===== src/rtl/axi_pkg.sv =====
// axi_pkg: AXI4 channel widths, packed channel payloads and slice configuration types.
// xLAST sits at bit 0 of the channels that carry it; -1 marks channels without LAST.
package axi_pkg;
    localparam int AXI_ID_W    = 4;
    localparam int AXI_ADDR_W  = 32;
    localparam int AXI_REG_W   = 4;
    localparam int AXI_DATA_W  = 32;
    localparam int AXI_LEN_W   = 8;
    localparam int AXI_SIZE_W  = 3;
    localparam int AXI_BURST_W = 2;
    localparam int AXI_LOCK_W  = 1;
    localparam int AXI_CACHE_W = 4;
    localparam int AXI_PROT_W  = 3;
    localparam int AXI_QOS_W   = 4;
    localparam int AXI_STRB_W  = 4;
    localparam int AXI_RESP_W  = 2;

    typedef struct packed {
        logic [AXI_ID_W-1:0]    id;
        logic [AXI_ADDR_W-1:0]  addr;
        logic [AXI_LEN_W-1:0]   len;
        logic [AXI_SIZE_W-1:0]  size;
        logic [AXI_BURST_W-1:0] burst;
        logic [AXI_LOCK_W-1:0]  lock;
        logic [AXI_CACHE_W-1:0] cache;
        logic [AXI_PROT_W-1:0]  prot;
        logic [AXI_QOS_W-1:0]   qos;
        logic [AXI_REG_W-1:0]   region;
    } aw_chan_t;

    typedef struct packed {
        logic [AXI_ID_W-1:0]    id;
        logic [AXI_ADDR_W-1:0]  addr;
        logic [AXI_LEN_W-1:0]   len;
        logic [AXI_SIZE_W-1:0]  size;
        logic [AXI_BURST_W-1:0] burst;
        logic [AXI_LOCK_W-1:0]  lock;
        logic [AXI_CACHE_W-1:0] cache;
        logic [AXI_PROT_W-1:0]  prot;
        logic [AXI_QOS_W-1:0]   qos;
        logic [AXI_REG_W-1:0]   region;
    } ar_chan_t;

    typedef struct packed {
        logic [AXI_DATA_W-1:0] data;
        logic [AXI_STRB_W-1:0] strb;
        logic                  last;
    } w_chan_t;

    typedef struct packed {
        logic [AXI_ID_W-1:0]   id;
        logic [AXI_RESP_W-1:0] resp;
    } b_chan_t;

    typedef struct packed {
        logic [AXI_ID_W-1:0]   id;
        logic [AXI_DATA_W-1:0] data;
        logic [AXI_RESP_W-1:0] resp;
        logic                  last;
    } r_chan_t;

    localparam int AW_LAST_BIT = -1;
    localparam int W_LAST_BIT  = 0;
    localparam int B_LAST_BIT  = -1;
    localparam int AR_LAST_BIT = -1;
    localparam int R_LAST_BIT  = 0;

    typedef enum logic [1:0] {SLICE_BYPASS, SLICE_FWD, SLICE_SKID, SLICE_FIFO} slice_mode_e;
    typedef enum logic {FWD_EMPTY, FWD_FULL} fwd_state_e;
    typedef enum logic [1:0] {SKID_EMPTY, SKID_ONE, SKID_TWO} skid_state_e;
endpackage


===== src/rtl/axi_chan_fifo.sv =====
// axi_chan_fifo: show-ahead circular buffer with registered head output.
// Pointers carry one extra MSB so full and empty are distinguishable.
module axi_chan_fifo #(
    parameter int W     = 32,
    parameter int DEPTH = 4,
    localparam int AW   = $clog2(DEPTH)
) (
    input  logic          clk_i,
    input  logic          rst_i,
    input  logic [W-1:0]  s_data_i,
    input  logic          s_valid_i,
    output logic          s_ready_o,
    output logic [W-1:0]  m_data_o,
    output logic          m_valid_o,
    input  logic          m_ready_i,
    output logic [AW:0]   occ_o
);
    logic [W-1:0] mem_q [DEPTH];
    logic [W-1:0] head_q, head_d;
    logic [AW:0]  wptr_q, wptr_d, rptr_q, rptr_d;
    logic         rdy_q, full, push, pop;

    assign full      = wptr_q == {~rptr_q[AW], rptr_q[AW-1:0]};
    assign m_valid_o = wptr_q != rptr_q;
    assign s_ready_o = rdy_q && !full;
    assign push      = s_valid_i && s_ready_o;
    assign pop       = m_valid_o && m_ready_i;
    assign wptr_d    = wptr_q + {{AW{1'b0}}, push};
    assign rptr_d    = rptr_q + {{AW{1'b0}}, pop};
    assign occ_o     = wptr_q - rptr_q;
    assign m_data_o  = head_q;
    // A beat written into the slot that becomes the head bypasses storage.
    assign head_d = (push && wptr_q[AW-1:0] == rptr_d[AW-1:0]) ? s_data_i : mem_q[rptr_d[AW-1:0]];

    always_ff @(posedge clk_i or posedge rst_i) begin
        if (rst_i) begin
            wptr_q <= '0;
            rptr_q <= '0;
            head_q <= '0;
            rdy_q  <= 1'b0;
        end else begin
            wptr_q <= wptr_d;
            rptr_q <= rptr_d;
            head_q <= head_d;
            rdy_q  <= 1'b1;
        end
    end

    always_ff @(posedge clk_i) begin
        if (push) mem_q[wptr_q[AW-1:0]] <= s_data_i;
    end
endmodule


===== src/rtl/axi_chan_slice.sv =====
// axi_chan_slice: single AXI channel valid/ready stage built as wire, forward register,
// skid buffer or FIFO, with occupancy and completed-burst count.
module axi_chan_slice
    import axi_pkg::*;
#(
    parameter int PAYLOAD_W = 32,
    parameter int MODE      = 2,
    parameter int DEPTH     = 4,
    parameter int LAST_BIT  = -1,
    parameter int CNT_W     = 8,
    localparam int OCC_W    = $clog2(DEPTH) + 1
) (
    input  logic                 ACLK,
    input  logic                 ARESET,
    input  logic [PAYLOAD_W-1:0] S_PAYLOAD,
    input  logic                 S_VALID,
    output logic                 S_READY,
    output logic [PAYLOAD_W-1:0] M_PAYLOAD,
    output logic                 M_VALID,
    input  logic                 M_READY,
    output logic [OCC_W-1:0]     OCCUPANCY,
    output logic [CNT_W-1:0]     BURST_CNT
);
    logic [CNT_W-1:0] cnt_q;

    if (MODE == int'(SLICE_BYPASS)) begin : g_bypass
        assign M_VALID   = S_VALID;
        assign S_READY   = M_READY;
        assign M_PAYLOAD = S_PAYLOAD;
        assign OCCUPANCY = '0;
    end else if (MODE == int'(SLICE_FWD)) begin : g_fwd
        fwd_state_e           state_q, state_d;
        logic [PAYLOAD_W-1:0] data_q, data_d;
        logic                 rdy_q, s_xfer, m_xfer;
        assign M_VALID   = state_q == FWD_FULL;
        assign S_READY   = rdy_q && (!M_VALID || M_READY);
        assign M_PAYLOAD = data_q;
        assign OCCUPANCY = {{(OCC_W-1){1'b0}}, M_VALID};
        assign s_xfer    = S_VALID && S_READY;
        assign m_xfer    = M_VALID && M_READY;
        always_comb begin
            state_d = s_xfer ? FWD_FULL : m_xfer ? FWD_EMPTY : state_q;
            data_d  = s_xfer ? S_PAYLOAD : data_q;
        end
        always_ff @(posedge ACLK or posedge ARESET) begin
            if (ARESET) begin
                state_q <= FWD_EMPTY;
                data_q  <= '0;
                rdy_q   <= 1'b0;
            end else begin
                state_q <= state_d;
                data_q  <= data_d;
                rdy_q   <= 1'b1;
            end
        end
    end else if (MODE == int'(SLICE_SKID)) begin : g_skid
        skid_state_e          state_q, state_d;
        logic [PAYLOAD_W-1:0] main_q, main_d, skid_q, skid_d;
        logic                 rdy_q, s_xfer, m_xfer;
        assign M_VALID   = state_q != SKID_EMPTY;
        assign S_READY   = rdy_q;
        assign M_PAYLOAD = main_q;
        assign OCCUPANCY = state_q == SKID_TWO ? OCC_W'(2) : {{(OCC_W-1){1'b0}}, M_VALID};
        assign s_xfer    = S_VALID && rdy_q;
        assign m_xfer    = M_VALID && M_READY;
        always_comb begin
            state_d = state_q;
            main_d  = main_q;
            skid_d  = skid_q;
            case (state_q)
                SKID_EMPTY: if (s_xfer) begin
                    state_d = SKID_ONE;
                    main_d  = S_PAYLOAD;
                end
                SKID_ONE: begin
                    if (s_xfer && !m_xfer) begin
                        state_d = SKID_TWO;
                        skid_d  = S_PAYLOAD;
                    end else if (s_xfer) main_d = S_PAYLOAD;
                    else if (m_xfer) state_d = SKID_EMPTY;
                end
                SKID_TWO: if (m_xfer) begin
                    state_d = SKID_ONE;
                    main_d  = skid_q;
                end
                default: state_d = SKID_EMPTY;
            endcase
        end
        // Ready is registered: it looks one state ahead so the skid slot is never overrun.
        always_ff @(posedge ACLK or posedge ARESET) begin
            if (ARESET) begin
                state_q <= SKID_EMPTY;
                main_q  <= '0;
                skid_q  <= '0;
                rdy_q   <= 1'b0;
            end else begin
                state_q <= state_d;
                main_q  <= main_d;
                skid_q  <= skid_d;
                rdy_q   <= state_d != SKID_TWO;
            end
        end
    end else begin : g_fifo
        axi_chan_fifo #(.W(PAYLOAD_W), .DEPTH(DEPTH)) u_fifo (
            .clk_i     (ACLK),
            .rst_i     (ARESET),
            .s_data_i  (S_PAYLOAD),
            .s_valid_i (S_VALID),
            .s_ready_o (S_READY),
            .m_data_o  (M_PAYLOAD),
            .m_valid_o (M_VALID),
            .m_ready_i (M_READY),
            .occ_o     (OCCUPANCY)
        );
    end

    if (LAST_BIT >= 0) begin : g_cnt
        always_ff @(posedge ACLK or posedge ARESET) begin
            if (ARESET) cnt_q <= '0;
            else if (M_VALID && M_READY && M_PAYLOAD[LAST_BIT]) cnt_q <= cnt_q + CNT_W'(1);
        end
    end else begin : g_no_cnt
        assign cnt_q = '0;
    end

    assign BURST_CNT = cnt_q;
endmodule

===== config.mk =====
export PLATFORM = sky130hd
export DESIGN_NAME = axi_chan_slice
export DESIGN_NICKNAME = d
export VERILOG_FILES = /design/src/rtl/axi_pkg.sv /design/src/rtl/axi_chan_fifo.sv /design/src/rtl/axi_chan_slice.sv
export SDC_FILE = /design/constraint.sdc
export NUM_CORES = 1
export LEC_CHECK = 0
export ABC_AREA = 1
export CAP_MARGIN = 15
export CORE_ASPECT_RATIO = 0.7
export CORE_UTILIZATION = 49
export DETAILED_ROUTE_END_ITERATION = 7
export PLACE_DENSITY = 0.8
export SYNTH_ARGS = -nofsm -noshare
export SYNTH_HDL_FRONTEND = slang
export SYNTH_HIERARCHICAL = 1
export SYNTH_SLANG_ARGS = --single-unit

===== constraint.sdc =====
create_clock -name ACLK -period 2.8 [get_ports ACLK]
set_input_delay 0.56 -clock ACLK [delete_from_list [all_inputs] [get_ports ACLK]]
set_output_delay 0.56 -clock ACLK [all_outputs]
set_load 0.05 [all_outputs]

# == Word-level counts from Yosys, hierarchy flattened ==
# Index checks and enable logic that the tools add are counted.
# word_totals
ff_bits,67
in_bits,36
word_cells,29
# classes
eq_ne,5
n_mux,11
reduce_logical,9
# ops
cell,n
2-to-1 mux 32 bit,3
case mux 32 bit (3 select lines),1
2-to-1 mux 2 bit,6
"inequality test 2 bit, second input constant",3
case mux 2 bit (3 select lines),1
logical AND 1 bit,3
AND reduction 3 bit,1
nonzero test 3 bit,1
"== test 2 x 1 -> 1 bit, second input constant",1
"== test 2 bit, second input constant",1
logical NOT 2 bit,1
AND reduction 2 bit,1
nonzero test 2 bit,1
logical NOT 1 bit,1

# == Logic depth before layout (Yosys ltp) ==
# Gate-level depths: netlist (run 1).
# logic_depth
ltp_word,7
depth_mapped,8
mapped_depth_nobuf,6

# == Worst setup path after synthesis (run 1) ==
# OpenSTA, ideal clock, no wires.
# synth_timing
path_type,flip-flop to output port
startpoint,register g_skid.state_q[0]
endpoint,output OCCUPANCY[1]
arrival_ps,1092
required_time_ps,2240
path_slack_ps,1148
stages_incl_launch_ff,5
path_buffers,1
cell_sequence,dfrtp_1 > inv_2 > nand2_2 > buf_2 > inv_1
# synth_between
elab_chain_len,2
# synth_lines
element,line_no,text
"start, declared",axi_chan_slice.sv:57,"skid_state_e state_q, state_d;"
"start signal, assigned",axi_chan_slice.sv:97,state_q <= state_d;
== test 2 bit,axi_chan_slice.sv:63,"assign OCCUPANCY = state_q == SKID_TWO ? OCC_W'(2) : {{(OCC_W-1){1'b0}}, M_VALID};"
2-to-1 mux 2 bit,axi_chan_slice.sv:63,
"end, declared",axi_chan_slice.sv:21,"output logic [OCC_W-1:0] OCCUPANCY,"
# No other way between the ends.

# == Final worst setup path (run 1) ==
# Same ends and word-level chain as after synthesis.

==> key figures, run 1 <==
Place
  – Post-place instance area: 3880 sq um
  – RePlAce Congestion: 0.757
  – HPWL Detailed: 4.81 mm
  – Buffers on Ports: 71

Yosys
  – Synth cell types: 17
  – Post-Synth Simple-Gate Area: 39.2%
  – Yosys reg bits: 67
  – Compound-Gate Fraction of Synth Area: 0.315%
  – Synth top area cells: dfrtp_1 (53%), nand2_1 (27%), nand3_1 (10%)
  – Cell Area, Synth: 3180 sq um
  – Synth Area in XOR/XNOR: 0%
  – Portion of netlist area occupied by mux cells: 0%
  – Post-Syn Instances: 412
  – Sequential share of the synthesized area: 52.8%
  – Number of synthesis warnings: 6
  – Largest family of logic cells by synthesized area: simple AND/OR/NAND/NOR gates
  – Yosys top cell by area: dfrtp_1
  – Synth top area share: 52.8%
  – Post-Syn Area per Cell: 7.71 sq um
  – Fraction of the mapped netlist area in adder cells: 0%

Power and ir drop
  – Max VDD drop: 0.000776 V
  – Static Leak: 2.16 nW
  – Power density over cell area: 1270 nW/um^2

Setup path
  – Crit end category: primary output
  – Setup CP Type: reg -> out
  – CP Launch Type: flip-flop
  – CP Launch Point: g_skid.state_q[0]
  – Crit-path max cell delay: 0.40 ns
  – R2R cell count: 7
  – Crit path cell chain: inv_2, buf_4, nand2_2, inv_1, buf_12
  – Sum of buffers and inverters on the critical path: 4
  – Crit Path Max Fanout: 21
  – Crit-path leading delay family: buffers and inverters
  – Arrival time worst endpoint: 1.91 ns
  – Critical R2R Capture: M_PAYLOAD[2]
  – Crit path max-delay cell type: dfrtp_1
  – Reg2Reg Setup Slack: 0.45 ns
  – Worst flop-to-flop path startpoint: g_skid.state_q[0]
  – Worst EP required: 2.24 ns

Global routing
  – Global Route Usage Sum: 24.5%
  – Grt ovf: 0
  – Global-route wire length before repair: 13.1 mm
  – Vias in the first global route: 2,744
  – Initial antenna violation count: 0
  – Largest net degree at the start of global routing: 68

Clock network
  – Num CTS Buffers: 9
  – CTS Buffer Depth: 2
  – # hold bufs at CTS: 0
  – Clock latency on the worst-skew pair: 0.33 ns
  – H-Tree Level Count: 3
  – CTS sink count: 67
  – Clock Pin Slew Worst Setup and Hold Paths: 0.07 ns
  – CTS tree: yes
  – Root Driver: clkbuf_8
  – CTS resizes: 0
  – Post-CTS Setup Bufs: 0

Finish
  – Number of fillers in the final layout: 509
  – Most frequent cells in the layout: nand2_1 (227), clkdlybuf4s50_1 (69), dfrtp_1 (67)
  – Cell area after layout: 4080 sq um
  – Ratio of cells with drive above 1 in the final layout: 6.90%
  – Commonest non-fill, non-tap cell in the layout: nand2_1
  – Area growth syn-to-layout: 28.3%
  – Nets: 509
  – ANT cells: 0

Status
  – Outcome: finished with violations
  – Violated checks: design-rule violations

Job
  – Max cap viols: 0

Die
  – Cell row count: 24
  – Die Span X: 98.3 um
  – Die height: 69.4 um
  – Die area: 6820 sq um
  – Initial Utilization: 50.9%
  – Core Region: 6250 sq um
  – Top-level I/O count: 81

Min path
  – Hold Path Origin: g_skid.skid_q[31]
  – Hold EP: g_skid.skid_q[31]
  – Hold depth: 2
  – Worst Hold Class: reg -> reg

Routing
  – Initial DRC Count: 205
  – Vias: 2,883
  – Post-Route WL: 7.82 mm
  – Post-route DRC: 8
  – Post-route ant nets: 0
  – WL/cell: 14.1 um
  – First drt pass iteration count: 6
  – Via density: 5.19

Timing
  – Fin crit share: 88.2%
  – Max Clock Freq: 405 MHz
  – Slew @ Worst Pin: 0.792 ns
  – Final Hold Viols: 0
  – Final min period: 2.47 ns
  – Slew margin rel.: 47.1%
  – Final Skew: 0.00703 ns
  – Setup violators final: 0
  – RSZ-0062 raised after global routing: false
  – Final Max Tran Viols: 0
  – Setup TNS: 0 ns
-- cell usage after synthesis, drive strengths merged --
cell and number:
nand2 232, dfrtp 67, nand3 65, buf 30
inv 8, clkbuf 5, nor2 2, a21oi 1
conb 1, o21ai 1
-- worst max-delay path by stage --
stage,cells after the start,slack (ns),to
finish,5,0.33,OCCUPANCY[1]
global route,5,0.22,OCCUPANCY[1]
CTS,5,0.34,OCCUPANCY[1]
detailed placement,6,0.50,M_PAYLOAD[6]
global placement,6,0.52,M_PAYLOAD[25]
floorplan,1,0.56,M_PAYLOAD[0]
-- per-layer routing --
layer,track usage [%],part of all wire (%),vias up
met5,0,0,-
met4,5.47,0.61,0
met3,8.47,9.1,6
met2,36.2,46,135
met1,35.2,44,1356
li1,-,-,1386
-- cell type report --
class / instances / area, sq um / share of cell area, %
multi-input combinational: 310 / 1290 / 31.6
tap: 78 / 97.6 / 2.39
timing repair buffer: 77 / 788 / 19.3
sequential: 67 / 1680 / 41.1
clock buffer: 15 / 186 / 4.57
inverter: 8 / 32.5 / 0.798
clock inverter: 1 / 5.00 / 0.123
-- logic make-up (layout without fill, tap and decap cells) --
| logic type | after synthesis | count (layout) |
|---|---|---|
| AO/OA/AOI/OAI | 2 | 2 |
| buffers and inverters | 43 | 101 |
| flip-flops | 67 | 67 |
| other | 1 | 9 |
| AND/OR/NAND/NOR | 299 | 299 |
-- per-stage QoR --
step	utilization [%]	power, mW	instances	hold slack (ns)	worst slack (ns)
3_3_place_gp	62.2	4.36	540	0.454	0.525
4_1_cts	65.3	5.20	556	0.475	0.335
6_report	65.3	5.18	556	0.474	0.330
5_1_grt	65.3	5.53	556	0.501	0.220
2_1_floorplan	-	3.58	420	0.443	0.557
3_5_place_dp	62.2	4.42	540	0.459	0.500
-- worst reg2reg max path: cells and delay by family (launching register included) --
kind | cells | cell delay, ns
simple gates | 5 | 1.27
buf+inv | 2 | 0.55
flops | 1 | 0.40
-- registers in the layout, indices dropped and copies added, names as in the netlist --
| name | count |
|---|---|
| M_PAYLOAD | 32 |
| g_skid.skid_q | 32 |
| g_skid.state_q | 2 |
| S_READY | 1 |
-- report_power, final --
| group | switching, mW | internal, mW | total (mW) | leakage (nW) |
|---|---|---|---|---|
| Sequential | 0.284 | 1.42 | 1.71 | 0.832 |
| Clock | 0.343 | 0.418 | 0.761 | 0.0997 |
| Combinational | 1.86 | 0.850 | 2.71 | 1.23 |
| Total | 2.49 | 2.69 | 5.18 | 2.16 |
No activity file was read; power rests on OpenSTA's default activity.
==> inputs of run 2 (changes only) <==
--- a/config.mk
+++ b/config.mk
@@ -8,9 +8,10 @@
 export ABC_AREA = 1
 export CAP_MARGIN = 15
 export CORE_ASPECT_RATIO = 0.7
-export CORE_UTILIZATION = 49
+export CORE_UTILIZATION = 50
+export CTS_BUF_LIST = sky130_fd_sc_hd__clkbuf_4
 export DETAILED_ROUTE_END_ITERATION = 7
-export PLACE_DENSITY = 0.8
+export PLACE_DENSITY = 0.81
 export SYNTH_ARGS = -nofsm -noshare
 export SYNTH_HDL_FRONTEND = slang
 export SYNTH_HIERARCHICAL = 1
==> constraint.sdc (replaced) <==
create_clock -name ACLK -period 2.6 [get_ports ACLK]
set_input_delay 0.52 -clock ACLK [delete_from_list [all_inputs] [get_ports ACLK]]
set_output_delay 0.52 -clock ACLK [all_outputs]
set_load 0.01 [all_outputs]
==> key figures, run 2 (synthesis gave the netlist of run 1 again) <==
Status
  – Outcome: completed

Global routing
  – Met2 global-route usage: 43.5%
  – Vias in the first global route: 2,786
  – Grt met3 use: 6.55%
  – Largest net degree at the start of global routing: 68
  – Initial antenna violation count: 0
  – Global-route wire length before repair: 13.2 mm
  – Top Usage Layer GRT: met2
  – Met1 Track Usage GR: 32.9%
  – Global Route Usage Sum: 25.6%
  – Grt ovf: 0

Finish
  – Commonest non-fill, non-tap cell in the layout: nand2_1
  – Nets: 511
  – Ratio of cells with drive above 1 in the final layout: 6.67%
  – ANT cells: 0
  – Most frequent cells in the layout: nand2_1 (227), clkdlybuf4s50_1 (71), dfrtp_1 (67)
  – Multi-input logic area: 1290 sq um
  – FF+latch area: 1680 sq um
  – Number of fillers in the final layout: 495
  – Area growth syn-to-layout: 27.4%

Clock network
  – CTS tree: yes
  – CTS sink count: 67
  – # hold bufs at CTS: 0
  – Clock Pin Slew Worst Setup and Hold Paths: 0.11 ns
  – H-Tree Level Count: 3
  – Post-CTS Setup Bufs: 0
  – Num CTS Buffers: 9
  – CTS resizes: 0
  – CTS Buffer Depth: 2
  – Root Driver: clkbuf_4
  – Clock latency on the worst-skew pair: 0.41 ns

Routing
  – Initial DRC Count: 246
  – Vias: 2,814
  – Post-route ant nets: 0
  – WL/cell: 14.1 um
  – Via density: 5.07
  – Post-Route WL: 7.81 mm
  – Post-route DRC: 0
  – First drt pass iteration count: 5

Timing
  – Fin crit share: 82.2%
  – Final Hold Viols: 0
  – Final Skew: 0.0114 ns
  – RSZ-0062 raised after global routing: false
  – Max Clock Freq: 468 MHz
  – Slew @ Worst Pin: 0.670 ns
  – Final min period: 2.14 ns
  – Setup violators final: 0
  – Setup TNS: 0 ns
  – Final setup margin: 0.462 ns
  – Slew margin rel.: 55.2%
  – Final Max Tran Viols: 0

Place
  – Dpl ws: 0.537 ns
  – Buffers on Ports: 71
  – HPWL Detailed: 4.64 mm
  – RePlAce Congestion: 0.786

Power and ir drop
  – Net load switching power: 1.83 mW
  – Part of the power in the clock network: 18.0%
  – Power density over cell area: 1170 nW/um^2
  – Max VDD drop: 0.000523 V
  – Comb pwr share: 43.9%
  – Switching share of power: 38.7%
  – Static Leak: 2.16 nW
  – Power Internal: 2.90 mW
  – Sequential power share: 38.2%

Die
  – Top-level I/O count: 81
  – Die area: 6680 sq um
  – Die height: 68.7 um
  – Core Region: 5930 sq um
  – Cell row count: 23
  – Die Span X: 97.3 um
  – Initial Utilization: 53.6%

Job
  – Max cap viols: 0

Setup path
  – CP Launch Point: g_skid.state_q[0]
  – Reg2Reg Setup Slack: 0.74 ns
  – Crit Path Max Fanout: 3
  – CP Launch Type: flip-flop
  – Worst Setup EP: OCCUPANCY[1]
  – Critical R2R Capture: g_skid.state_q[0]
  – Worst EP required: 2.08 ns
  – R2R cell count: 5
  – Arrival time worst endpoint: 1.62 ns
  – Setup CP Type: reg -> out
  – Worst flop-to-flop path startpoint: g_skid.state_q[1]
  – Crit end category: primary output

Min path
  – Worst Hold Class: in -> async
run 2: per-stage QoR:
step	total power, mW	area (sq um)	cells	hold WS (ns)	util [%]
floorplan	3.04	3210	420	0.443	-
global placement	3.83	3880	539	0.454	65.4
detailed placement	3.91	3880	539	0.459	65.4
CTS	4.77	4050	555	0.484	68.3
global route	5.11	4050	555	0.502	68.3
finish	4.74	4050	555	0.479	68.3
run 2: critical path, cell delays in order, from the launching register on:
cell	delay (ns)
dfrtp_1	0.43
inv_2	0.10
nand2_2	0.07
inv_1	0.07
clkdlybuf4s50_1	0.54
run 2: per-layer routing:
layer	vias to the layer above	share of wire, %
li1	1392	-
met1	1305	45
met2	110	46
met3	7	8.1
met4	0	0.55
met5	-	0
run 2: cell type report:
| type | count | area share [%] |
|---|---|---|
| Multi-Input combinational cell | 310 | 31.9 |
| Clock inverter | 7 | 2.63 |
| Tap cell | 75 | 2.32 |
| Inverter | 8 | 0.803 |
| Clock buffer | 9 | 1.67 |
| Sequential cell | 67 | 41.4 |
| Timing Repair Buffer | 79 | 19.3 |
run 2: power groups by stage:
stage / clock, mW / combinational (mW) / sequential, mW
floorplan: 0 / 1.15 / 1.89
global placement: 0 / 2.02 / 1.82
detailed placement: 0 / 2.09 / 1.82
CTS: 0.864 / 2.09 / 1.81
global route: 0.911 / 2.32 / 1.87
finish: 0.851 / 2.08 / 1.81
run 2: how the worst min path moves through the flow:
| stage | start | end | slack (ns) | cells after the start |
|---|---|---|---|---|
| floorplan | g_skid.skid_q[28] | g_skid.skid_q[28] | 0.44 | 2 |
| global placement | g_skid.skid_q[28] | g_skid.skid_q[28] | 0.45 | 2 |
| detailed placement | g_skid.skid_q[30] | g_skid.skid_q[30] | 0.46 | 2 |
| CTS | g_skid.skid_q[30] | g_skid.skid_q[30] | 0.48 | 2 |
| global route | g_skid.skid_q[0] | g_skid.skid_q[0] | 0.50 | 2 |
| finish | ARESET | M_PAYLOAD[13] | 0.48 | 3 |
==> inputs of run 3 (changes only) <==
==> constraint.sdc (replaced) <==
create_clock -name ACLK -period 2.2 [get_ports ACLK]
set_input_delay 0.44 -clock ACLK [delete_from_list [all_inputs] [get_ports ACLK]]
set_output_delay 0.44 -clock ACLK [all_outputs]
set_load 0.01 [all_outputs]
==> key figures, run 3 (synthesis gave the netlist of run 1 again) <==
Status
  – Outcome: completed

Place
  – HPWL Detailed: 4.99 mm
  – Buffers on Ports: 71
  – Post-place instance area: 3910 sq um
  – Dpl ws: 0.321 ns
  – RePlAce Congestion: 0.760
  – Inst Count DP: 542

Finish
  – Ratio of cells with drive above 1 in the final layout: 7.45%
  – Cell area after layout: 4070 sq um
  – ANT cells: 0
  – Commonest non-fill, non-tap cell in the layout: nand2_1
  – Area growth syn-to-layout: 28.0%
  – Number of fillers in the final layout: 484
  – Most frequent cells in the layout: nand2_1 (227), clkdlybuf4s50_1 (71), dfrtp_1 (67)
  – Nets: 514
  – Final core utilization: 68.6%
  – Non-Filler Instances: 558

Clock network
  – Clock Pin Slew Worst Setup and Hold Paths: 0.12 ns
  – CTS Buffer Depth: 2
  – CTS tree: yes
  – CTS resizes: 0
  – Clock latency on the worst-skew pair: 0.43 ns
  – CTS sink count: 67
  – Post-CTS Setup Bufs: 0
  – H-Tree Level Count: 3
  – Num CTS Buffers: 9
  – Root Driver: clkbuf_4
  – # hold bufs at CTS: 0

Setup path
  – Critical R2R Capture: M_PAYLOAD[0]
  – Arrival time worst endpoint: 1.63 ns
  – CP Launch Type: flip-flop
  – Reg2Reg Setup Slack: 0.42 ns
  – Crit end category: primary output
  – R2R cell count: 7
  – Worst flop-to-flop path startpoint: g_skid.state_q[1]
  – Setup CP Type: reg -> out
  – Worst EP required: 1.76 ns
  – Crit Path Max Fanout: 3

Min path
  – Worst Hold Class: in -> async

Job
  – Max cap viols: 0

Die
  – Core Region: 5930 sq um
  – Cell row count: 23
  – Top-level I/O count: 81
  – Die area: 6680 sq um
  – Die height: 68.7 um
  – Die Span X: 97.3 um
  – Initial Utilization: 53.6%

Routing
  – Vias: 2,860
  – First drt pass iteration count: 4
  – Via density: 5.13
  – Post-Route WL: 7.86 mm
  – Post-route ant nets: 0
  – Post-route DRC: 0
  – Initial DRC Count: 225
  – WL/cell: 14.1 um

Timing
  – Setup violators final: 0
  – Hold_ws: 0.382 ns
  – Fin crit share: 94.2%
  – Final setup margin: 0.127 ns
  – Final Max Tran Viols: 0
  – RSZ-0062 raised after global routing: false
  – Final Skew: 0.0214 ns
  – Final min period: 2.07 ns
  – Max Clock Freq: 482 MHz
  – Setup TNS: 0 ns
  – Final Hold Viols: 0

Power and ir drop
  – Max VDD drop: 0.000579 V
  – Final Power: 5.55 mW
  – Power density over cell area: 1360 nW/um^2
  – Static Leak: 2.16 nW

Global routing
  – Initial antenna violation count: 0
  – Largest net degree at the start of global routing: 68
  – Grt ovf: 0
  – Global-route wire length before repair: 13.4 mm
  – Vias in the first global route: 2,830
  – Global Route Usage Sum: 26.1%
run 3: where the power goes:
part / switching, mW / internal [mW]
combinational: 1.41 / 1.10
clock: 0.441 / 0.465
sequential: 0.334 / 1.81
total: 2.18 / 3.37
run 3: routing by layer:
metal	track usage, %	up-vias	part of all wire (%)
met2	42.5	126	45
met3	7.66	8	8.0
met4	7.35	0	0.92
met5	0	-	0
li1	-	1397	-
met1	34.7	1329	46
run 3: worst max-delay path: stages (launching register included):
cell and delay [ns]:
dfrtp_1 0.43, inv_2 0.09, nand2_2 0.08, inv_1 0.07, clkdlybuf4s50_1 0.54
run 3: how the worst max path moves through the flow:
stage / end / slack [ns] / cells past startpoint / startpoint
floorplan: M_PAYLOAD[0] / 0.08 / 1 / ARESET
global placement: M_PAYLOAD[10] / 0.36 / 7 / S_VALID
detailed placement: M_PAYLOAD[0] / 0.32 / 7 / S_VALID
CTS: OCCUPANCY[1] / 0.10 / 4 / g_skid.state_q[0]
global route: OCCUPANCY[1] / 0.05 / 4 / g_skid.state_q[0]
finish: OCCUPANCY[1] / 0.13 / 4 / g_skid.state_q[0]
run 3: final cells by class:
type                       instances  area (sq um)  share of cell area, %
timing repair buffer              82           818                   20.1
multi-input combinational        310          1290                   31.7
clock buffer                      10          75.1                   1.85
sequential                        67          1680                   41.2
clock inverter                     6          80.1                   1.97
inverter                           8          32.5                  0.800
tap                               75          93.8                   2.31
==> patch (settings of run 1) <==
Make the reset (`ARESET` and `rst_i`) synchronous in 4 clocked blocks.
--- a/src/rtl/axi_chan_fifo.sv
+++ b/src/rtl/axi_chan_fifo.sv
@@ -32,7 +32,7 @@
     // A beat written into the slot that becomes the head bypasses storage.
     assign head_d = (push && wptr_q[AW-1:0] == rptr_d[AW-1:0]) ? s_data_i : mem_q[rptr_d[AW-1:0]];
 
-    always_ff @(posedge clk_i or posedge rst_i) begin
+    always_ff @(posedge clk_i) begin
         if (rst_i) begin
             wptr_q <= '0;
             rptr_q <= '0;
--- a/src/rtl/axi_chan_slice.sv
+++ b/src/rtl/axi_chan_slice.sv
@@ -42,7 +42,7 @@
             state_d = s_xfer ? FWD_FULL : m_xfer ? FWD_EMPTY : state_q;
             data_d  = s_xfer ? S_PAYLOAD : data_q;
         end
-        always_ff @(posedge ACLK or posedge ARESET) begin
+        always_ff @(posedge ACLK) begin
             if (ARESET) begin
                 state_q <= FWD_EMPTY;
                 data_q  <= '0;
@@ -87,7 +87,7 @@
             endcase
         end
         // Ready is registered: it looks one state ahead so the skid slot is never overrun.
-        always_ff @(posedge ACLK or posedge ARESET) begin
+        always_ff @(posedge ACLK) begin
             if (ARESET) begin
                 state_q <= SKID_EMPTY;
                 main_q  <= '0;
@@ -115,7 +115,7 @@
     end
 
     if (LAST_BIT >= 0) begin : g_cnt
-        always_ff @(posedge ACLK or posedge ARESET) begin
+        always_ff @(posedge ACLK) begin
             if (ARESET) cnt_q <= '0;
             else if (M_VALID && M_READY && M_PAYLOAD[LAST_BIT]) cnt_q <= cnt_q + CNT_W'(1);
         end
Function: differs if ARESET is asserted again (counterexample within 4 cycles, from zero or initial values and one cycle with ARESET high); with ARESET held inactive, the same outputs for 10 cycles.
==> patch against run 1 <==
Maximum frequency up 9.1%; routed wire length down 11%; area after synthesis down 4.7%; cell area down 4.5%; highest routed layer unchanged; setup slack better by 0.21 ns; sequential cell count unchanged.
Power is not compared: it rests on default switching activity, and its combinational part moved more than twofold at a synthesized area within 25%.
==> patch: results (changes against run 1) <==
[critical_path]
crit_slowest_cell=inv_1  ; was dfrtp_1
r2r_start=g_skid.state_q[0]  ; unchanged
arrival_ns=1.70  ; was 1.91 ns
critPathMaxStageDelay_ns=0.54  ; was 0.40 ns
rrSetupSlack_ns=0.91  ; was 0.45 ns
critPathTopFamily=buffers and inverters  ; unchanged
ff2ff_path_depth=8  ; was 7
cp_max_fo=17  ; was 21
timing.rr.end=M_PAYLOAD[14]  ; was M_PAYLOAD[2]

[synth]
synthTopCellsByArea=dfxtp_1 44%, nand2_1 20%, nor2_1 16%  ; was dfrtp_1 53%, nand2_1 27%, nand3_1 10%
yosysWarningCount=6  ; unchanged
ys_async_sr_fraction=0  ; was 1.00
synthDistinctLibCells=18  ; was 17
synth_area_per_cell_um2=6.36  ; was 7.71 um2
ys_seq_area_frac=0.443  ; was 0.528
synth_common_cells=165 x nand2_1, 129 x nor2_1, 67 x dfxtp_1, 36 x inv_1, 28 x o21ai_0  ; was 227 x nand2_1, 67 x dfrtp_1, 64 x nand3_1, 16 x buf_4, 14 x buf_2

[detailed_routing]
dr.pass1.iters=4  ; was 6
wl_met2_um=3190  ; was 3590 um
met3_length_um=425  ; was 715 um
first_iter_violations=197  ; was 205
top_layer=met4  ; unchanged
routedWlPerCell_um=11.3  ; was 14.1 um
wl_met1_um=3290  ; was 3470 um
vias_per_cell=4.65  ; was 5.19

[sta]
tightest_slew_ns=1.04  ; was 0.792 ns
skew_ns=0.00705  ; was 0.00703 ns
hold_ws_ns=0.510  ; was 0.474 ns

[layout]
final_cells=616  ; was 556
nNetsFinal=572  ; was 509
drive_gt1_frac=0.0499  ; was 0.0690

[global_route]
first_global_vias=2718  ; was 2744
grt_pass1_wl_um=11800  ; was 13100 um
grtUsageTotal=0.237  ; was 0.245
grt_max_degree=42  ; was 68
grt_antenna_before_repair=0  ; unchanged

[place]
hpwl_um=4490  ; was 4810 um
gp_congestion=0.810  ; was 0.757
placed_area_um2=3700  ; was 3880 um2
dp_cells=600  ; was 540
port_buffers=71  ; unchanged
dp_slack_ns=0.523  ; was 0.500 ns

[clock_tree]
cts_htree_levels=3  ; unchanged
cts_root_buf=clkbuf_8  ; unchanged
postCtsSetupRepairBufs=0  ; unchanged
clockBufferDepth=2  ; unchanged
cts_made_buffers=9  ; unchanged

[hold_path]
hold_end=g_skid.skid_q[2]  ; was g_skid.skid_q[31]
hp-start=g_skid.skid_q[2]  ; was g_skid.skid_q[31]

[run_status]
status=finished clean  ; was complete, but fails checks

[floorplan]
coreArea_um2=5840  ; was 6250 um2

[power]
ir_drop_uv=363

-- patch: how the worst max path moves through the flow --
| stage | depth (start not counted) | start | slack, ns | endpoint |
|---|---|---|---|---|
| after detailed placement | 6 | S_VALID | 0.52 | g_skid.skid_q[30] |
| after global placement | 7 | M_READY | 0.61 | g_skid.skid_q[7] |
| after floorplan | 6 | S_READY | 1.28 | g_skid.skid_q[0] |
| after global routing | 4 | g_skid.state_q[0] | 0.44 | OCCUPANCY[1] |
| after CTS | 4 | g_skid.state_q[0] | 0.53 | OCCUPANCY[1] |
| final | 4 | g_skid.state_q[0] | 0.54 | OCCUPANCY[1] |
-- patch: power by group through the flow --
stage	registers [mW]	clock network, mW	logic [mW]
after global placement	1.06	0	0.540
after global routing	1.04	0.837	0.596
after CTS	1.04	0.803	0.549
after floorplan	1.21	0	0.226
final	1.04	0.793	0.547
after detailed placement	1.06	0	0.546
-- patch: per-layer routing --
metal,GRT usage,vias up
met4,0.0765,0
met3,0.0619,7
met1,0.290,1255
li1,-,1508
met5,0,-
met2,0.409,93
-- patch: worst register-to-register path, cell delays in order, from the launching register on --
cell and delay, ns:
dfxtp_1 0.36, inv_2 0.08, nand2_2 0.17, inv_1 0.55, buf_4 0.36, nand2_1 0.08, nand2_1 0.07, nor2_1 0.04
nor2_1 0.13
-- patch: final cells by class --
type                            count  area [um2]
Fill cell                         508        1950
Multi-Input combinational cell    343        1340
Sequential cell                    67        1340
Timing Repair Buffer               77         778
Inverter                           38         143
Clock buffer                       11         141
Tap cell                           75        93.8
Clock inverter                      5        52.6
-- patch: kinds of logic (layout without fill, tap and decap cells) --
logic type             after synthesis  count (layout)  share of synthesized area
AOI/OAI and AO/OA                   35              35                     0.0578
buffers and inverters               74             131                      0.124
DFF                                 67              67                      0.443
other                                1               9                    0.00124
and+or+nand+nor                    299             299                      0.374
